## config.mk

```make
export PLATFORM = sky130hd
export DESIGN_NAME = ball_dir_ctrl_flat
export DESIGN_NICKNAME = d
export VERILOG_FILES = /design/src/rtl/bb_pkg.sv /design/src/rtl/ball_dir_ctrl_if.sv /design/src/rtl/ball_bounce_check.sv /design/src/rtl/ball_dir_ctrl.sv /design/src/flat_wrapper.sv
export SDC_FILE = /design/constraint.sdc
export NUM_CORES = 1
export LEC_CHECK = 0
export CELL_PAD_IN_SITES_DETAIL_PLACEMENT = 0
export CELL_PAD_IN_SITES_GLOBAL_PLACEMENT = 2
export CORE_ASPECT_RATIO = 2
export CORE_MARGIN = 4
export CORE_UTILIZATION = 27
export CTS_CLUSTER_DIAMETER = 150
export DETAILED_ROUTE_END_ITERATION = 8
export PLACE_DENSITY = 0.88
export SKIP_CTS_REPAIR_TIMING = 1
export SYNTH_ARGS = -nofsm -noshare
export SYNTH_HDL_FRONTEND = slang
export SYNTH_SLANG_ARGS = --single-unit
```

## constraint.sdc

```tcl
create_clock -name clk -period 2.1 [get_ports clk]
set_input_delay 0.21 -clock clk [delete_from_list [all_inputs] [get_ports clk]]
set_output_delay 0.21 -clock clk [all_outputs]
set_load 0.1 [all_outputs]
```

## src/rtl/bb_pkg.sv

```systemverilog
// Shared constants for the ball controller: screen and paddle geometry,
// the lives preset and the 2-bit controller state encoding.
package bb_pkg;

    localparam int SCREEN_W = 160;
    localparam int SCREEN_H = 120;

    localparam logic [7:0] X_MAX    = 8'(SCREEN_W - 1);
    localparam logic [6:0] Y_MAX    = 7'(SCREEN_H - 1);
    localparam logic [6:0] PADDLE_Y = 7'd116;
    localparam logic [8:0] PADDLE_W = 9'd20;
    localparam logic [1:0] LIVES    = 2'd3;

    typedef enum logic [1:0] {
        ST_SERVE     = 2'd0,
        ST_PLAY      = 2'd1,
        ST_LOST      = 2'd2,
        ST_GAME_OVER = 2'd3
    } state_e;

    // Widened to 9 bits so a paddle near the right edge never wraps to column 0.
    function automatic logic on_paddle(input logic [7:0] x, input logic [7:0] paddle_x);
        logic [8:0] left;
        logic [8:0] right;
        left  = {1'b0, paddle_x};
        right = left + PADDLE_W - 9'd1;
        return ({1'b0, x} >= left) && ({1'b0, x} <= right);
    endfunction

endpackage

```

## src/rtl/ball_dir_ctrl_if.sv

```systemverilog
// Signal bundle between the game environment (paddle, bricks, ball position
// block) and the ball direction controller.
interface ball_dir_ctrl_if;

    logic       tick;
    logic       launch;
    logic [7:0] x;
    logic [6:0] y;
    logic [7:0] paddle_x;
    logic       brick_hit;
    logic       move_en;
    logic       ball_rst_n;
    logic       x_du;
    logic       y_du;
    logic       bounce;
    logic [1:0] lives;
    logic       game_over;

    modport master (
        output tick, launch, x, y, paddle_x, brick_hit,
        input  move_en, ball_rst_n, x_du, y_du, bounce, lives, game_over
    );

    modport slave (
        input  tick, launch, x, y, paddle_x, brick_hit,
        output move_en, ball_rst_n, x_du, y_du, bounce, lives, game_over
    );

endinterface

```

## src/rtl/ball_bounce_check.sv

```systemverilog
// Combinational edge detector: decides whether the ball must reflect on
// either axis, or has reached the floor, given its position and heading.
module ball_bounce_check
    import bb_pkg::*;
(
    input  logic [7:0] x,
    input  logic [6:0] y,
    input  logic       x_du,
    input  logic       y_du,
    input  logic [7:0] paddle_x,
    output logic       flip_x,
    output logic       flip_y,
    output logic       miss
);

    assign flip_x = (x_du && (x == X_MAX)) || (!x_du && (x == 8'd0));

    assign flip_y = (!y_du && (y == 7'd0)) ||
                    (y_du && (y == PADDLE_Y - 7'd1) && on_paddle(x, paddle_x));

    assign miss = y_du && (y == Y_MAX);

endmodule

```

## src/rtl/ball_dir_ctrl.sv

```systemverilog
// Ball direction and rules controller: serve / play / lost / game-over FSM,
// direction registers, bounce pulse and lives counter.
module ball_dir_ctrl
    import bb_pkg::*;
(
    input  logic            clk,
    input  logic            resetn,
    ball_dir_ctrl_if.slave  bus
);

    state_e     state_q, state_d;
    logic       x_du_q, x_du_d;
    logic       y_du_q, y_du_d;
    logic       bounce_q, bounce_d;
    logic [1:0] lives_q, lives_d;
    logic       ball_rst_n_q;
    logic       game_over_q;

    logic flip_x, flip_y, miss;
    logic y_flip;

    ball_bounce_check u_check (
        .x        (bus.x),
        .y        (bus.y),
        .x_du     (x_du_q),
        .y_du     (y_du_q),
        .paddle_x (bus.paddle_x),
        .flip_x   (flip_x),
        .flip_y   (flip_y),
        .miss     (miss)
    );

    // A brick hit coinciding with a wall/paddle hit must still flip y only once.
    assign y_flip = flip_y | bus.brick_hit;

    // NOTE: every always_comb output gets a default first so no path infers a latch.
    always_comb begin
        state_d  = state_q;
        x_du_d   = x_du_q;
        y_du_d   = y_du_q;
        lives_d  = lives_q;
        bounce_d = 1'b0;
        unique case (state_q)
            ST_SERVE: begin
                x_du_d = 1'b1;
                y_du_d = 1'b0;
                if (bus.launch) state_d = ST_PLAY;
            end
            ST_PLAY: begin
                if (miss) begin
                    state_d = ST_LOST;
                end else begin
                    x_du_d   = x_du_q ^ flip_x;
                    y_du_d   = y_du_q ^ y_flip;
                    bounce_d = flip_x | y_flip;
                end
            end
            ST_LOST: begin
                lives_d = lives_q - 2'd1;
                state_d = (lives_q == 2'd1) ? ST_GAME_OVER : ST_SERVE;
                x_du_d  = 1'b1;
                y_du_d  = 1'b0;
            end
            ST_GAME_OVER: ;
        endcase
    end

    // NOTE: sequential state uses non-blocking assignments so all registers update together.
    always_ff @(posedge clk or negedge resetn) begin
        if (!resetn) begin
            state_q      <= ST_SERVE;
            x_du_q       <= 1'b1;
            y_du_q       <= 1'b0;
            bounce_q     <= 1'b0;
            lives_q      <= LIVES;
            ball_rst_n_q <= 1'b0;
            game_over_q  <= 1'b0;
        end else begin
            state_q      <= state_d;
            x_du_q       <= x_du_d;
            y_du_q       <= y_du_d;
            bounce_q     <= bounce_d;
            lives_q      <= lives_d;
            ball_rst_n_q <= (state_d == ST_PLAY);
            game_over_q  <= (state_d == ST_GAME_OVER);
        end
    end

    assign bus.move_en    = bus.tick && (state_q == ST_PLAY);
    assign bus.ball_rst_n = ball_rst_n_q;
    assign bus.x_du       = x_du_q;
    assign bus.y_du       = y_du_q;
    assign bus.bounce     = bounce_q;
    assign bus.lives      = lives_q;
    assign bus.game_over  = game_over_q;

endmodule

```

## src/flat_wrapper.sv

```systemverilog
// flat-port wrapper written by rule: the top's interface ports become plain ports
module ball_dir_ctrl_flat import bb_pkg::*;
  (clk, resetn, bus_tick, bus_launch, bus_x, bus_y, bus_paddle_x, bus_brick_hit, bus_move_en, bus_ball_rst_n, bus_x_du, bus_y_du, bus_bounce, bus_lives, bus_game_over);
  ball_dir_ctrl_if bus_i ();
  input  logic clk;
  input  logic resetn;
  input wire logic [$bits(bus_i.tick)-1:0] bus_tick;
  input wire logic [$bits(bus_i.launch)-1:0] bus_launch;
  input wire logic [$bits(bus_i.x)-1:0] bus_x;
  input wire logic [$bits(bus_i.y)-1:0] bus_y;
  input wire logic [$bits(bus_i.paddle_x)-1:0] bus_paddle_x;
  input wire logic [$bits(bus_i.brick_hit)-1:0] bus_brick_hit;
  output wire logic [$bits(bus_i.move_en)-1:0] bus_move_en;
  output wire logic [$bits(bus_i.ball_rst_n)-1:0] bus_ball_rst_n;
  output wire logic [$bits(bus_i.x_du)-1:0] bus_x_du;
  output wire logic [$bits(bus_i.y_du)-1:0] bus_y_du;
  output wire logic [$bits(bus_i.bounce)-1:0] bus_bounce;
  output wire logic [$bits(bus_i.lives)-1:0] bus_lives;
  output wire logic [$bits(bus_i.game_over)-1:0] bus_game_over;
  assign bus_i.tick = bus_tick;
  assign bus_i.launch = bus_launch;
  assign bus_i.x = bus_x;
  assign bus_i.y = bus_y;
  assign bus_i.paddle_x = bus_paddle_x;
  assign bus_i.brick_hit = bus_brick_hit;
  assign bus_move_en = bus_i.move_en;
  assign bus_ball_rst_n = bus_i.ball_rst_n;
  assign bus_x_du = bus_i.x_du;
  assign bus_y_du = bus_i.y_du;
  assign bus_bounce = bus_i.bounce;
  assign bus_lives = bus_i.lives;
  assign bus_game_over = bus_i.game_over;
  ball_dir_ctrl u_core (.clk(clk), .resetn(resetn), .bus(bus_i));
endmodule
```

Word-level counts from Yosys, hierarchy flattened
Index checks and enable logic that the tools add are counted.
Operators by class
  add/sub/neg operators: 3
  muxes and demuxes: 10
  order comparisons: 2
  bitwise gates (word level): 4
  reduce and logical (&&, ||, !) cells: 18
  equal/unequal tests: 9
Operators with widths (number)
  7-bit == test, second input constant: 2
  8-bit by 5-bit adder with 9-bit output, second input constant: 1
  8-bit by 9-bit <= comparator with 1-bit output: 1
  9-bit by 1-bit subtractor with 9-bit output, second input constant: 1
  8-bit == test, second input constant: 1
  8-bit >= comparator: 1
  1-bit logical AND: 8
  8-bit zero test: 1
  7-bit zero test: 1
  2-bit by 1-bit == test with 1-bit output, second input constant: 3
  2-bit two-way mux: 3
  2-bit case mux with 3 select lines: 1
  2-bit == test, second input constant: 2
  1-bit two-way mux: 4
  1-bit case mux with 2 select lines: 2
  1-bit zero test: 2
  2-bit zero test: 1
  1-bit logical OR: 2
  2-bit != test, second input constant: 1
  1-bit bitwise OR: 2
  2-bit AND reduction: 1
  2-bit nonzero test: 1
  2-bit OR reduction: 1
  2-bit by 1-bit subtractor with 2-bit output, second input constant: 1
  1-bit XOR: 2
Storage, ports and cells
  logic and storage cells: 53
  bits in registers: 9
  output and inout bits: 8
  input bits: 28

Logic depth before layout (Yosys ltp)
  depth in word-level cells: 10
  mapped depth: 11
  gate-level depth less buffers: 11

Modules after synthesis
From an unflattened synthesis, not the netlist that was laid out.
Unflattened totals
  cells, all modules: 112
  area, all modules: 984.7 sq um
By module, submodules not included
  ball_bounce_check: sequential area each 0.0 sq um, instances 1, cells each 76, area an instance 569.3 sq um
  ball_dir_ctrl: sequential area each 229.0 sq um, instances 1, cells each 36, area an instance 415.4 sq um

Least setup slack after synthesis
OpenSTA, ideal clock, no wires.
  kind: input to register
  from: in bus_paddle_x[0]
  to: reg u_core.y_du_q, in the netlist u_core.bus.y_du
  required time: 1.979 ns
  buffers on the path: 0
  cell stages on the path: 11
  library setup time: 0.121 ns
  arrival time: 1.977 ns
  slack: 0.002 ns
  cells stage by stage: inv_1 > ha_1 > and3b_2 > o21ai_2 > xnor2_1 > ha_1 > a22oi_1 > o211ai_1 > a31oi_1 > o211ai_1 > a41o_1
Between the ends
  word-level cells in the longest chain between the ends: 10
  elaborated cells between the ends (all ways): 11
  those cells by class: add/sub (2); order compare (2); mux (2); bitwise (2); reduce/logical (3)
Ends and longest elaborated chain
  start: declaration: line flat_wrapper.sv:11  | input wire logic [$bits(bus_i.paddle_x)-1:0] bus_paddle_x;
  8-bit by 5-bit adder with 9-bit output: line bb_pkg.sv:26  | right = left + PADDLE_W - 9'd1;
  9-bit by 1-bit subtractor with 9-bit output: line bb_pkg.sv:26
  8-bit by 9-bit <= comparator with 1-bit output: line bb_pkg.sv:27  | return ({1'b0, x} >= left) && ({1'b0, x} <= right);
  1-bit logical AND *: line bb_pkg.sv:27
  1-bit logical AND *: line ball_bounce_check.sv:19  | (y_du && (y == PADDLE_Y - 7'd1) && on_paddle(x, paddle_x));
  1-bit logical OR *: line ball_bounce_check.sv:18  | assign flip_y = (!y_du && (y == 7'd0)) ||
  1-bit bitwise OR *: line ball_dir_ctrl.sv:34  | assign y_flip = flip_y | bus.brick_hit;
  1-bit XOR *: line ball_dir_ctrl.sv:54  | y_du_d = y_du_q ^ y_flip;
  1-bit two-way mux *: line ball_dir_ctrl.sv:50  | if (miss) begin
  1-bit case mux with 2 select lines *: line ball_dir_ctrl.sv:43  | unique case (state_q)
  end signal: assignment: line ball_dir_ctrl.sv:81  | y_du_q <= y_du_d;
  end: declaration: line ball_dir_ctrl.sv:13  | logic y_du_q, y_du_d;
Every way passes the cells marked *; elsewhere a longest branch is shown, timed or not. The select of a mux whose other input is x is not followed.
A chain may end at the register's enable or synchronous reset.

Worst setup path after layout
  from: in bus_paddle_x[1]
  to: reg u_core.y_du_q, in the netlist u_core.bus.y_du
The elaborated chain is that of the path after synthesis.

==> flow_summary.json <==
{
  "required_ns": 2.22,
  "crit_start": "bus_paddle_x[1]",
  "power.share.combinational_pct": 64.7,
  "initial_core_util_pct": 28.4,
  "worst_slew_pin_slew_ns": 0.404,
  "syn_avg_cell_area_um2": 8.88,
  "use_met3_pct": 1.61,
  "yosysSeqAreaShare_pct": 23.6,
  "r2r-start": "u_core.bus.lives[1]",
  "grt_pass1_vias": 1164,
  "n_antenna_cell": 0,
  "fill_cells": 332,
  "drc": 0,
  "dr.pass1.iters": 4,
  "hold_ws_ns": 0.278,
  "port_buffers": 35,
  "netlist_area_um2": 968,
  "power.internal_w": 0.000706,
  "antenna_left": 0,
  "tritoncts": "done",
  "finalWorstSetupSlack_ns": 0.0306,
  "status": "completed",
  "drt-vias-per-instance": 4.94,
  "async_flop_share_pct": 100,
  "fin_worst_skew_ns": 0.000742,
  "ys_seq_elements": 9,
  "clockBufferDepth": 2,
  "min_period_ns": 2.07,
  "r2r-end": "u_core.state_q[0]",
  "cp.arrival_ns": 2.19,
  "grt_usage_pct": 13.6,
  "synth.largest_area_cell": "ha_1",
  "die_w_um": 50.4,
  "p_total_w": 0.00152,
  "wirelength_um": 3160,
  "areaGrowthSynthToFinish_pct": 68.0,
  "grt_pass1_wl_um": 4940,
  "fin_crit_sh_pct": 98.5,
  "synth_edf_count": 0,
  "power_density_nw_per_um2": 935,
  "die-area_um2": 4670,
  "r2r_slack_ns": 0.64,
  "clkTransAtPathRegs_ns": 0.04,
  "io_pins": 36,
  "cts.sinks": 9,
  "avgRoutedWirePerCell_um": 14.5,
  "syn_nets": 155,
  "core_um2": 3420,
  "grt_max_degree": 12,
  "antenna_found_initial": 0,
  "final_cell_mix": "buf_4 (30), clkdlybuf4s50_1 (21), ha_1 (17)",
  "num_rows": 30,
  "hold_violations": 0,
  "relSlewSlack_pct": 73.0,
  "numCtsBuffers": 3,
  "vias": 1076,
  "htree_levels": 1,
  "p_sw_w": 0.000815,
  "fmax_ghz": 0.483,
  "synthFlopType": "dfrtp_1",
  "path_max_fanout": 3,
  "dpl_worst_slack_ns": -0.652,
  "setup_viol": 0,
  "dpl.hpwl_um": 2750,
  "overflow": 0,
  "synthDistinctLibCells": 35,
  "worstRegToRegCells": 5,
  "maxCapViolCount": 0,
  "seqPwrFrac_pct": 22.4,
  "critPathCaptureType": "flip-flop",
  "die_h_um": 92.7,
  "yosysWarnings": 0,
  "grt-busiest-layer": "met2",
  "met1_usage_pct": 10.9,
  "leakage_nw": 0.787,
  "gp_congestion": 0.949,
  "cp-start-kind": "input port",
  "clkLatencyLatePin_ns": 0.23,
  "layout_commonest_cell": "buf_4",
  "finalNetCount": 217,
  "drtIter0Drc": 13,
  "synth_top_area_share_pct": 23.3,
  "met2_usage_pct": 28.6,
  "drive_above_1_share_pct": 31.8,
  "switching_share_pct": 53.6,
  "vdd_ir_drop_max_uv": 627,
  "final_max_slew_viol_count": 0,
  "power.share.clock_pct": 12.9,
  "crit_type": "input port to flip-flop",
  "synthCells": 109,
  "clockRootBuffer": "clkbuf_8",
  "min_path_type": "input port to async pin",
  "synth.top_cells.by_area": "ha_1 (23%), dfrtp_1 (16%), dfstp_2 (8.1%)"
}
-- per-stage QoR --
step,TNS [ns],util [%],instance area (um^2),std cells
global route,-0.0168,47.6,1630,218
floorplan,0,-,968,109
finish,0,47.6,1630,218
detailed placement,-1.25,44.4,1520,211
CTS,-0.766,45.8,1560,215
global placement,-1.14,44.4,1520,211
-- worst max-delay path by stage --
stage                            to  slack, ns  cells after the start
floorplan           u_core.bus.y_du      0.002                     11
global placement    u_core.bus.y_du      -0.58                     11
detailed placement  u_core.bus.y_du      -0.65                     12
CTS                 u_core.bus.y_du      -0.41                     12
global route        u_core.bus.y_du      -0.02                     12
finish              u_core.bus.y_du       0.03                     12
-- cell usage after synthesis, drive strengths merged, types with 2 or more instances --
master / n
ha: 18
inv: 13
nand2: 8
dfrtp: 6
nand4: 6
nor4: 6
nor2: 5
xnor2: 5
nor3: 4
o21ai: 4
a21oi: 3
a31oi: 3
dfstp: 3
o211ai: 3
a211o: 2
and3b: 2
or2: 2
xor2: 2
-- per-layer routing --
| layer | vias to the layer above | part of all wire, % |
|---|---|---|
| li1 | 533 | - |
| met2 | 43 | 58 |
| met3 | 12 | 5.3 |
| met5 | - | 0 |
| met1 | 488 | 33 |
| met4 | 0 | 4.5 |
-- kinds of logic after synthesis --
family                   after synthesis  synth area share, %
AO/OA/AOI/OAI                         25                 19.1
XOR/XNOR                               7                 6.33
AND/OR/NAND/NOR                       35                 21.1
flip-flops                             9                 23.6
buffers and inverters                 14                 5.43
multiplexers                           1                 1.16
adder cells (fa/ha/maj)               18                 23.3
-- layout make-up --
type	instances	area [um^2]	area share [%]
sequential	9	229	14.1
clock buffer	4	45.0	2.77
multi-input combinational	86	711	43.7
inverter	13	53.8	3.31
timing repair buffer	58	528	32.5
tap	48	60.1	3.69
-- power groups by stage --
stage / Sequential, W / Combinational (W) / Clock (W)
5_1_grt: 0.000354 / 0.00103 / 0.000216
3_5_place_dp: 0.000345 / 0.000967 / 0
6_report: 0.000341 / 0.000983 / 0.000196
4_1_cts: 0.000341 / 0.000971 / 0.000203
3_3_place_gp: 0.000338 / 0.000956 / 0
2_1_floorplan: 0.000718 / 0.000297 / 0
-- registers in the layout (all words and copies together), names as in the netlist --
signal / flops
u_core.bus.x_du: 1
u_core.bus.y_du: 1
u_core.bus.bounce: 1
u_core.state_q: 2
u_core.bus.ball_rst_n: 1
u_core.bus.game_over: 1
u_core.bus.lives: 2
-- worst max-delay path: stages --
cell	delay, ns
buf_6	0.10
inv_4	0.06
ha_4	0.13
and3b_2	0.22
o21ai_2	0.17
xnor2_1	0.09
ha_1	0.34
a22oi_1	0.19
o211ai_1	0.12
a31oi_1	0.16
o211ai_1	0.12
a41o_1	0.26
No activity file was read; power rests on OpenSTA's default activity.
